==> src/rtl/acq_flux_recorder_pkg.sv <==
// Shared constants and writer FSM encoding for the flux recorder.
// Imported by acq_byte_fifo and acq_flux_recorder.
package acq_pkg;

   // Byte meaning "127 sample ticks elapsed with no flux edge"
   localparam logic [7:0] ACQ_CARRY_BYTE = 8'h7F;
   localparam logic [6:0] ACQ_CNT_MAX    = 7'd126;
   localparam int         ACQ_IDX_BIT    = 7;

   typedef enum logic [1:0] {
      W_IDLE = 2'b00,
      W_REQ  = 2'b01
   } wr_state_t;

endpackage

==> src/rtl/acq_byte_fifo.sv <==
// First-word fall-through byte FIFO between encoder and RAM writer.
// Ports: clk, rst (sync, high), push/din, pop/dout, empty, full, flush.
module acq_byte_fifo
   import acq_pkg::*;
#(
   parameter int DEPTH = 4
) (
   input  logic       clk,
   input  logic       rst,
   input  logic       push,
   input  logic [7:0] din,
   input  logic       pop,
   output logic [7:0] dout,
   output logic       empty,
   output logic       full,
   input  logic       flush
);

   localparam int PW = $clog2(DEPTH);
   localparam logic [PW:0] FULL_CNT = (PW+1)'(DEPTH);

   logic [7:0]    r_mem [DEPTH];
   logic [PW-1:0] r_wp;
   logic [PW-1:0] r_rp;
   logic [PW:0]   r_cnt;
   logic          w_pop;
   logic          w_push;

   assign empty = (r_cnt == '0);
   assign full  = (r_cnt == FULL_CNT);
   assign dout  = r_mem[r_rp];

   // A pop in the same cycle frees the slot for a push into a full FIFO
   assign w_pop  = pop & ~empty;
   assign w_push = push & (~full | w_pop);

   always_ff @(posedge clk) begin
      if (w_push) begin
         r_mem[r_wp] <= din;
      end
   end

   always_ff @(posedge clk) begin
      if (rst || flush) begin
         r_wp  <= '0;
         r_rp  <= '0;
         r_cnt <= '0;
      end else begin
         if (w_push) r_wp <= r_wp + 1'b1;
         if (w_pop)  r_rp <= r_rp + 1'b1;
         unique case ({w_push, w_pop})
            2'b10:   r_cnt <= r_cnt + 1'b1;
            2'b01:   r_cnt <= r_cnt - 1'b1;
            default: r_cnt <= r_cnt;
         endcase
      end
   end

endmodule

==> src/rtl/acq_flux_recorder.sv <==
// Flux interval encoder + RAM writer for the acquisition path.
// Ports: clock/reset, sample tick, acq window, rd/index inputs, RAM req/ack, status.
module acq_flux_recorder
   import acq_pkg::*;
#(
   parameter int ADDR_W     = 19,
   parameter int FIFO_DEPTH = 4
) (
   input  logic              CLK_MASTER,
   input  logic              RESET,
   input  logic              CKE_SAMPLE,
   input  logic              ACQUIRING,
   input  logic              FD_RDDATA_IN,
   input  logic              FD_INDEX_IN,
   input  logic              ADDR_CLR,
   output logic [ADDR_W-1:0] RAM_ADDR,
   output logic [7:0]        RAM_DATA,
   output logic              RAM_WR_REQ,
   input  logic              RAM_WR_ACK,
   output logic              SR_R_FULL,
   output logic              OVERRUN
);

   logic              r_rd_q;
   logic              r_idx_q;
   logic [6:0]        r_cnt;
   logic              r_idx_pend;
   logic              r_ovr;
   logic [ADDR_W-1:0] r_addr;
   logic [7:0]        r_data;
   logic              r_req;
   logic              r_full;
   wr_state_t         r_state;

   logic       w_rd_edge;
   logic       w_idx_edge;
   logic       w_emit;
   logic [7:0] w_byte;
   logic       w_push;
   logic       w_pop;
   logic       w_flush;
   logic       w_empty;
   logic       w_ff_full;
   logic [7:0] w_dout;

   assign w_rd_edge  = FD_RDDATA_IN & ~r_rd_q;
   assign w_idx_edge = FD_INDEX_IN & ~r_idx_q;

   always_comb begin
      w_emit = 1'b0;
      w_byte = ACQ_CARRY_BYTE;
      if (ACQUIRING) begin
         if (w_rd_edge) begin
            w_emit              = 1'b1;
            w_byte              = {1'b0, r_cnt};
            w_byte[ACQ_IDX_BIT] = r_idx_pend | w_idx_edge;
         end else if (CKE_SAMPLE && r_cnt == ACQ_CNT_MAX) begin
            w_emit = 1'b1;
         end
      end
   end

   // Once full, the FIFO is held flushed so late bytes vanish silently
   assign w_flush = ADDR_CLR | r_full;
   assign w_push  = w_emit & ~r_full & ~ADDR_CLR;
   assign w_pop   = (r_state == W_IDLE) & ~w_empty
                  & ~r_full & ~ADDR_CLR;

   acq_byte_fifo #(
      .DEPTH (FIFO_DEPTH)
   ) u_fifo (
      .clk   (CLK_MASTER),
      .rst   (RESET),
      .push  (w_push),
      .din   (w_byte),
      .pop   (w_pop),
      .dout  (w_dout),
      .empty (w_empty),
      .full  (w_ff_full),
      .flush (w_flush)
   );

   always_ff @(posedge CLK_MASTER) begin
      if (RESET) begin
         r_rd_q     <= 1'b0;
         r_idx_q    <= 1'b0;
         r_cnt      <= '0;
         r_idx_pend <= 1'b0;
         r_ovr      <= 1'b0;
      end else begin
         r_rd_q  <= FD_RDDATA_IN;
         r_idx_q <= FD_INDEX_IN;
         if (ADDR_CLR) begin
            r_ovr <= 1'b0;
         end else if (w_push && w_ff_full && !w_pop) begin
            r_ovr <= 1'b1;
         end
         if (!ACQUIRING) begin
            r_cnt      <= '0;
            r_idx_pend <= 1'b0;
         end else if (w_rd_edge) begin
            // Any coincident sample tick is discarded
            r_cnt      <= '0;
            r_idx_pend <= 1'b0;
         end else begin
            r_idx_pend <= r_idx_pend | w_idx_edge;
            if (CKE_SAMPLE) begin
               r_cnt <= (r_cnt == ACQ_CNT_MAX) ? 7'd0 : r_cnt + 7'd1;
            end
         end
      end
   end

   always_ff @(posedge CLK_MASTER) begin
      if (RESET) begin
         r_addr  <= '0;
         r_data  <= '0;
         r_req   <= 1'b0;
         r_full  <= 1'b0;
         r_state <= W_IDLE;
      end else if (ADDR_CLR) begin
         r_addr  <= '0;
         r_req   <= 1'b0;
         r_full  <= 1'b0;
         r_state <= W_IDLE;
      end else begin
         unique case (r_state)
            W_IDLE: begin
               if (!w_empty && !r_full) begin
                  r_data  <= w_dout;
                  r_req   <= 1'b1;
                  r_state <= W_REQ;
               end
            end
            W_REQ: begin
               if (RAM_WR_ACK) begin
                  if (&r_addr) r_full <= 1'b1;
                  else         r_addr <= r_addr + 1'b1;
                  r_req   <= 1'b0;
                  r_state <= W_IDLE;
               end
            end
            default: begin
               r_req   <= 1'b0;
               r_state <= W_IDLE;
            end
         endcase
      end
   end

   assign RAM_ADDR   = r_addr;
   assign RAM_DATA   = r_data;
   assign RAM_WR_REQ = r_req;
   assign SR_R_FULL  = r_full;
   assign OVERRUN    = r_ovr;

endmodule

==> config.mk <==
export PLATFORM = sky130hd
export DESIGN_NAME = acq_flux_recorder
export DESIGN_NICKNAME = d
export VERILOG_FILES = /design/src/rtl/acq_flux_recorder_pkg.sv /design/src/rtl/acq_byte_fifo.sv /design/src/rtl/acq_flux_recorder.sv
export SDC_FILE = /design/constraint.sdc
export NUM_CORES = 1
export LEC_CHECK = 0
export BUFFER_PORTS_ARGS = -buffer_cell sky130_fd_sc_hd__buf_4
export CELL_PAD_IN_SITES_DETAIL_PLACEMENT = 0
export CELL_PAD_IN_SITES_GLOBAL_PLACEMENT = 2
export CORE_MARGIN = 8
export CORE_UTILIZATION = 38
export CTS_CLUSTER_SIZE = 30
export DETAILED_ROUTE_END_ITERATION = 12
export GPL_ROUTABILITY_DRIVEN = 0
export GPL_TIMING_DRIVEN = 0
export PLACE_DENSITY_LB_ADDON = 0.05
export SETUP_SLACK_MARGIN = 0.5
export SLEW_MARGIN = 25
export SYNTH_ARGS = -nofsm -noshare
export SYNTH_HDL_FRONTEND = slang
export SYNTH_SLANG_ARGS = --single-unit
==> constraint.sdc <==
create_clock -name CLK_MASTER -period 2.9 [get_ports CLK_MASTER]
set_input_delay 0.29 -clock CLK_MASTER [delete_from_list [all_inputs] [get_ports CLK_MASTER]]
set_output_delay 0.29 -clock CLK_MASTER [all_outputs]
set_load 0.005 [all_outputs]
==> results.sh, run 1 <==
export IMPL_drt_iter0_drc=129
export IMPL_async_flop_share=0
export IMPL_status="finished, final reports clean"
export IMPL_yosysSeqAreaShare=0.5337
export IMPL_synth_warning_count=0
export IMPL_clk_latency_ns=0.36
export IMPL_n_fill_cell=891
export IMPL_drive_gt1_frac=0.2545
export IMPL_cts_buffers=9
export IMPL_hold_slack_ns=0.1552
export IMPL_period_needed_ns=2.282
export IMPL_wl_per_cell_um=16.61
export IMPL_htreeDepth=3
export IMPL_crit_type="flop to flop"
export IMPL_regArea_sq_mm=0.001916
export IMPL_syn_area_sq_mm=0.003563
export IMPL_initial_utilization=0.3893
export IMPL_synth_seq_cells=79
export IMPL_clock_skew_ns=0.01529
export IMPL_synth_edf_count=32
export IMPL_viasPerCell=5.262
export IMPL_antenna_left=0
export IMPL_cts_tree="built"
export IMPL_syn_nets=345
export IMPL_drv_cap=0
export IMPL_grt_max_degree=16
export IMPL_critPathSlowestCell="nor4b_4"
export IMPL_finalSetupViolCount=0
export IMPL_multi_input_area_sq_mm=0.001633
export IMPL_areaGrowthSynthToFinish_pct=20.75
export IMPL_hpwl_mm=5.784
export IMPL_synthCells=328
export IMPL_end_kind="flop"
export IMPL_final_core_util=0.4701
export IMPL_io_buffers=34
export IMPL_grt_ovfl_total=0
export IMPL_first_pass_iters=4
export IMPL_min_path_type="input port to flop"
export IMPL_clock_path_buffers=2
export IMPL_startpoint_type="flop"
export IMPL_grt_setup_unrepaired="yes"
export IMPL_cp_data_required_time_ns=3.20
export IMPL_pwr_density_cell_mw_per_mm2=488.6
export IMPL_path_cells="nor3_4 -> nor4b_4 -> nor3_4 -> inv_1 -> ha_2 -> inv_1 -> fa_2 -> xor2_1 -> or3_4 -> a21oi_2"
export IMPL_fp_dieH_um=112.8
export IMPL_grt_pass1_vias=2611
export IMPL_die_w_um=112.8
export IMPL_clkTransAtPathRegs_ns=0.10
export IMPL_p_leak_nw=1.531
export IMPL_dieArea_sq_mm=0.01273
export IMPL_fin_nets=397
export IMPL_hold_viol=0
export IMPL_post_route_period_util=0.7868
export IMPL_relSlewSlack=0.5316
export IMPL_worstPathMaxFanout=4
export IMPL_fmax_mhz=438.3
export IMPL_synth_distinct_cells=47
export IMPL_layout_commonest_cell="nand2_1"
export IMPL_synth_flop_cell="dfxtp_1"
export IMPL_finalSetupTns_ns=0
export IMPL_core_sq_mm=0.009153
export IMPL_postCtsHoldBufs=0
export IMPL_maxSlewViolCount=0
export IMPL_max_stage_delay_ns=0.40
export IMPL_grt_antenna_before_repair=0
export IMPL_cts_root_buf="clkbuf_8"
export IMPL_critPathArrivalTime_ns=2.58
export IMPL_track_usage=0.1361
export IMPL_cts_sinks=79
export IMPL_synth_area_per_cell_sq_um=10.86
export IMPL_worst_pin_slew_ns=0.7000
export IMPL_vias=2610
export IMPL_ir_drop_uv=193.5
export IMPL_fp_row_count=35
export IMPL_grt_pass1_wl_mm=13.69
export IMPL_mostFrequentLayoutCells="nand2_1 (43), dfxtp_1 (42), buf_4 (41)"
export IMPL_diodes=0
export IMPL_drc=0
export IMPL_io_pins=38
export IMPL_routed_wl_mm=8.238
final cells by class:
cell class / count / area share
flip-flops and latches: 79 / 0.4452
multi-input cells: 226 / 0.3795
repair buffers: 41 / 0.07153
well taps: 111 / 0.03228
clock buffers: 9 / 0.02879
clock inverters: 7 / 0.01803
plain buffers: 13 / 0.01541
inverters: 10 / 0.009305
per-layer routing:
metal	up-vias	wire length, um	global-route usage
li1	1309	-	-
met5	-	0	0
met3	8	352	0.03621
met1	1256	4302	0.1970
met4	0	94	0.05216
met2	37	3489	0.1868
registers in the layout, indices dropped and copies added, names as in the netlist:
name	count
u_fifo.r_mem	32
RAM_ADDR	19
RAM_DATA	8
r_cnt	7
u_fifo.r_cnt	3
u_fifo.r_rp	2
u_fifo.r_wp	2
OVERRUN	1
SR_R_FULL	1
r_idx_pend	1
r_idx_q	1
r_rd_q	1
r_state	1
cells in the mapped netlist (all sizes together), types with 6 or more instances:
master,n,share of area
dfxtp,47,0.26
nand2,44,0.046
edfxtp,32,0.27
nor2,27,0.028
a21oi,25,0.035
nand4,13,0.029
inv,10,0.011
o21ai,9,0.013
clkbuf,8,0.0084
ha,8,0.028
mux4,8,0.051
or2,7,0.012
or3,7,0.012
a2111o,6,0.019
and2,6,0.011
mux2i,6,0.017
nand3,6,0.012
xor2,6,0.015
metrics by stage:
step | cell area [sq um] | std cells | total power, mW | setup slack, ns
after global routing | 4303 | 496 | 2.179 | 0.4813
after CTS | 4208 | 489 | 2.124 | 0.5151
after global placement | 3964 | 473 | 1.273 | 0.07141
after detailed placement | 3964 | 473 | 1.274 | 0.07502
final | 4303 | 496 | 2.102 | 0.6183
after floorplan | 3570 | 328 | 1.243 | 0.5235
worst max-delay path: cells and delay by family (launching register included):
| kind | cells | cell delay [ns] |
|---|---|---|
| adder cells (fa/ha/maj) | 2 | 0.51 |
| flip-flops | 1 | 0.39 |
| AND/OR/NAND/NOR | 4 | 0.91 |
| XOR/XNOR | 1 | 0.15 |
| AO/OA/AOI/OAI | 1 | 0.11 |
| buffers and inverters | 2 | 0.13 |
cell families (layout without fill, tap and decap cells):
kind of cell / count (synthesis) / after routing / synth area share
xor gates and xnor gates: 10 / 10 / 0.02458
adders and majority gates: 9 / 9 / 0.03371
buffers and inverters: 23 / 80 / 0.02914
and+or+nand+nor: 136 / 136 / 0.2082
muxes: 14 / 14 / 0.06742
AOI/OAI and AO/OA: 57 / 57 / 0.1032
DFF: 79 / 79 / 0.5337
final timing paths:
check        slack, ns  cells after the start               to          from
max               0.62                     10  u_fifo.r_cnt[2]     SR_R_FULL
min               0.16                      2           r_rd_q  FD_RDDATA_IN
max reg2reg       0.62                     10  u_fifo.r_cnt[2]     SR_R_FULL
min reg2reg       0.46                      2      RAM_DATA[6]   RAM_DATA[6]
power by group:
part	internal, mW	switching (mW)
Clock	0.409	0.440
Combinational	0.0337	0.0561
Sequential	1.16	0.00408
Total	1.60	0.501
what timing repair did:
item | 4_1_cts | 5_1_grt
resized for setup | 10 | 13
setup buffers | 0 | 7
pin swaps | 1 | 7
setup endpoints to repair | 2 | 2
Power figures use the tool's default switching activity.
==> inputs of run 2 (changes only) <==
--- a/config.mk
+++ b/config.mk
@@ -5,11 +5,12 @@
 export SDC_FILE = /design/constraint.sdc
 export NUM_CORES = 1
 export LEC_CHECK = 0
+export ABC_AREA = 1
 export BUFFER_PORTS_ARGS = -buffer_cell sky130_fd_sc_hd__buf_4
 export CELL_PAD_IN_SITES_DETAIL_PLACEMENT = 0
 export CELL_PAD_IN_SITES_GLOBAL_PLACEMENT = 2
 export CORE_MARGIN = 8
-export CORE_UTILIZATION = 38
+export CORE_UTILIZATION = 32
 export CTS_CLUSTER_SIZE = 30
 export DETAILED_ROUTE_END_ITERATION = 12
 export GPL_ROUTABILITY_DRIVEN = 0
==> constraint.sdc (replaced) <==
create_clock -name CLK_MASTER -period 2.07 [get_ports CLK_MASTER]
set_input_delay 0.207 -clock CLK_MASTER [delete_from_list [all_inputs] [get_ports CLK_MASTER]]
set_output_delay 0.207 -clock CLK_MASTER [all_outputs]
set_load 0.005 [all_outputs]
==> results.sh, run 2 <==
export IMPL_cts_tree="built"
export IMPL_clock_skew_ns=0.01209
export IMPL_clk_latency_ns=0.35
export IMPL_finalSetupTns_ns=0
export IMPL_fp_row_count=38
export IMPL_cts_sinks=79
export IMPL_post_route_period_util=0.9582
export IMPL_wl_met3_um=293
export IMPL_track_usage=0.1336
export IMPL_antenna_left=0
export IMPL_io_buffers=37
export IMPL_synth_most_common_cell="nor2_1"
export IMPL_htreeDepth=3
export IMPL_cp_startpoint="r_cnt[0]"
export IMPL_final_core_util=0.4426
export IMPL_drt_iter0_drc=123
export IMPL_cts_root_buf="clkbuf_8"
export IMPL_synth_area_per_cell_sq_um=8.442
export IMPL_power_mw=2.922
export IMPL_drv_cap=0
export IMPL_grt_max_degree=14
export IMPL_grt_pass1_vias=2855
export IMPL_hold_viol=0
export IMPL_mostFrequentLayoutCells="nor2_1 (80), nand2_1 (71), buf_4 (68)"
export IMPL_synth_distinct_cells=31
export IMPL_fin_ws_ns=0.08662
export IMPL_vias=2964
export IMPL_async_flop_share=0
export IMPL_path_cells="inv_2 -> ha_4 -> and3_4 -> nand2_4 -> nand2_4 -> nand3_4 -> ha_4 -> inv_4 -> fa_2 -> a21oi_2 -> o21a_1 -> o21ai_1 -> a21oi_1"
export IMPL_syn_nets=436
export IMPL_synth_compound_area_frac=0.09268
export IMPL_yosysSeqAreaShare=0.5377
export IMPL_viasPerCell=4.574
export IMPL_drc=0
export IMPL_worstPathMaxFanout=2
export IMPL_drive_gt1_frac=0.3248
export IMPL_ir_drop_uv=273.2
export IMPL_yosysTopAreaCell="edfxtp_1"
export IMPL_dieArea_sq_mm=0.01467
export IMPL_grt_setup_unrepaired="yes"
export IMPL_min_from="RESET"
export IMPL_relSlewSlack=0.5986
export IMPL_hpwl_mm=6.517
export IMPL_synth_xor_area_frac=0.03467
export IMPL_synth_simple_area_share=0.2377
export IMPL_areaGrowthSynthToFinish_pct=35.05
export IMPL_wl_met2_mm=4.587
export IMPL_path_delay_family="adder cells"
export IMPL_critPathSlowestCell="dfxtp_2"
export IMPL_fin_nets=520
export IMPL_layout_commonest_cell="nor2_1"
export IMPL_core_sq_mm=0.01079
export IMPL_end_kind="flop"
export IMPL_period_needed_ns=1.983
export IMPL_first_pass_iters=4
export IMPL_cts_buffers=9
export IMPL_synth_top_family_by_area="simple AND/OR/NAND/NOR gates"
export IMPL_fmax_mhz=504.2
export IMPL_finalSetupViolCount=0
export IMPL_diodes=0
export IMPL_pwr_density_cell_mw_per_mm2=611.6
export IMPL_fp_dieH_um=121.1
export IMPL_synthTopCellsByArea="edfxtp_1 (27%), dfxtp_1 (27%), nor2_1 (9.4%)"
export IMPL_synth_common_cells="nor2_1 (89), nand2_1 (79), dfxtp_1 (47)"
export IMPL_cp_data_required_time_ns=2.35
export IMPL_wl_per_cell_um=14.81
export IMPL_grt_antenna_before_repair=0
export IMPL_die_w_um=121.1
export IMPL_routed_top_layer="met4"
export IMPL_hold_slack_ns=0.06195
export IMPL_place_ws_ns=-0.1400
export IMPL_wl_met1_mm=4.588
export IMPL_worst_pin_slew_ns=0.6022
export IMPL_maxSlewViolCount=0
export IMPL_r2r_start="r_cnt[0]"
export IMPL_largest_reg_flops=32
export IMPL_grt_pass1_wl_mm=15.27
export IMPL_clkTransAtPathRegs_ns=0.09
export IMPL_clock_path_buffers=2
export IMPL_synth_edf_count=32
export IMPL_largest_register="u_fifo.r_mem"
export IMPL_synth_top_area_share=0.2717
export IMPL_io_pins=38
export IMPL_critPathArrivalTime_ns=2.26
export IMPL_status="finished, final reports clean"
export IMPL_crit_type="flop to flop"
export IMPL_postCtsHoldBufs=0
export IMPL_initial_utilization=0.3277
export IMPL_synth_seq_cells=79
export IMPL_synthAdderAreaFrac=0.03396
export IMPL_p_leak_nw=1.855
export IMPL_synth_flop_cell="dfxtp_1"
export IMPL_critPathBufInv=2
export IMPL_synthCells=419
export IMPL_grt_ovfl_total=0
export IMPL_post_synth_mux_area_share=0
export IMPL_min_path_type="input port to flop"
export IMPL_routed_wl_mm=9.598
export IMPL_syn_area_sq_mm=0.003537
export IMPL_max_stage_delay_ns=0.35
export IMPL_startpoint_type="flop"
export IMPL_synth_warning_count=0
[run 2: cell count changes in the layout (fill, tap and decap cells not counted), sizes merged, moves of 6 or more]
| cell | delta |
|---|---|
| nor2 | +65 |
| nand2 | +35 |
| buf | +33 |
| inv | +29 |
| o21ai | +14 |
| nand4 | -9 |
| mux4 | -8 |
| nand3 | +8 |
| o32ai | +8 |
| or3 | -7 |
| a2111o | -6 |
| mux2i | -6 |
| nor3 | +6 |
[run 2: final cells by class]
class / count / area (sq um)
Timing Repair Buffer: 73 / 588.1
Sequential cell: 79 / 1942
Buffer: 10 / 77.57
Clock inverter: 5 / 58.81
Tap cell: 140 / 175.2
Inverter: 44 / 182.7
Multi-Input combinational cell: 286 / 1622
Clock buffer: 11 / 131.4
Fill cell: 1065 / 6016
[run 2: timing repair]
action | 4_1_cts | 5_1_grt
pin swaps | 15 | 13
buffers inserted | 24 | 10
gates cloned | 1 | 1
resized for setup | 45 | 44
setup endpoints to repair | 62 | 66
[run 2: cell families after synthesis]
group           after synthesis
xor+xnor                     14
compound gates               58
flops                        79
simple gates                205
buf+inv                      54
fa+ha+maj                     9
[run 2: through the flow]
step,std cells,instance area [sq um]
finish,648,4777
global route,648,4777
CTS,637,4568
detailed placement,596,4033
global placement,596,4033
floorplan,419,3580
[run 2: power by group]
part | internal (mW) | switching, mW
combinational | 0.0619 | 0.0865
sequential | 1.62 | 0.00592
clock | 0.559 | 0.585
total | 2.24 | 0.678
[run 2: path summary, 6_finish.rpt]
kind | end | slack, ns | cells after the start
worst max-delay path | u_fifo.r_cnt[2] | 0.09 | 13
worst min-delay path | r_idx_q | 0.06 | 2
worst max register to register | u_fifo.r_cnt[2] | 0.09 | 13
worst min register to register | u_fifo.r_cnt[2] | 0.46 | 1
[run 2: metal layers]
metal,track usage,vias to the layer above
met5,0,-
met4,0.05166,0
met3,0.02699,12
met2,0.2104,34
met1,0.1765,1383
li1,-,1535
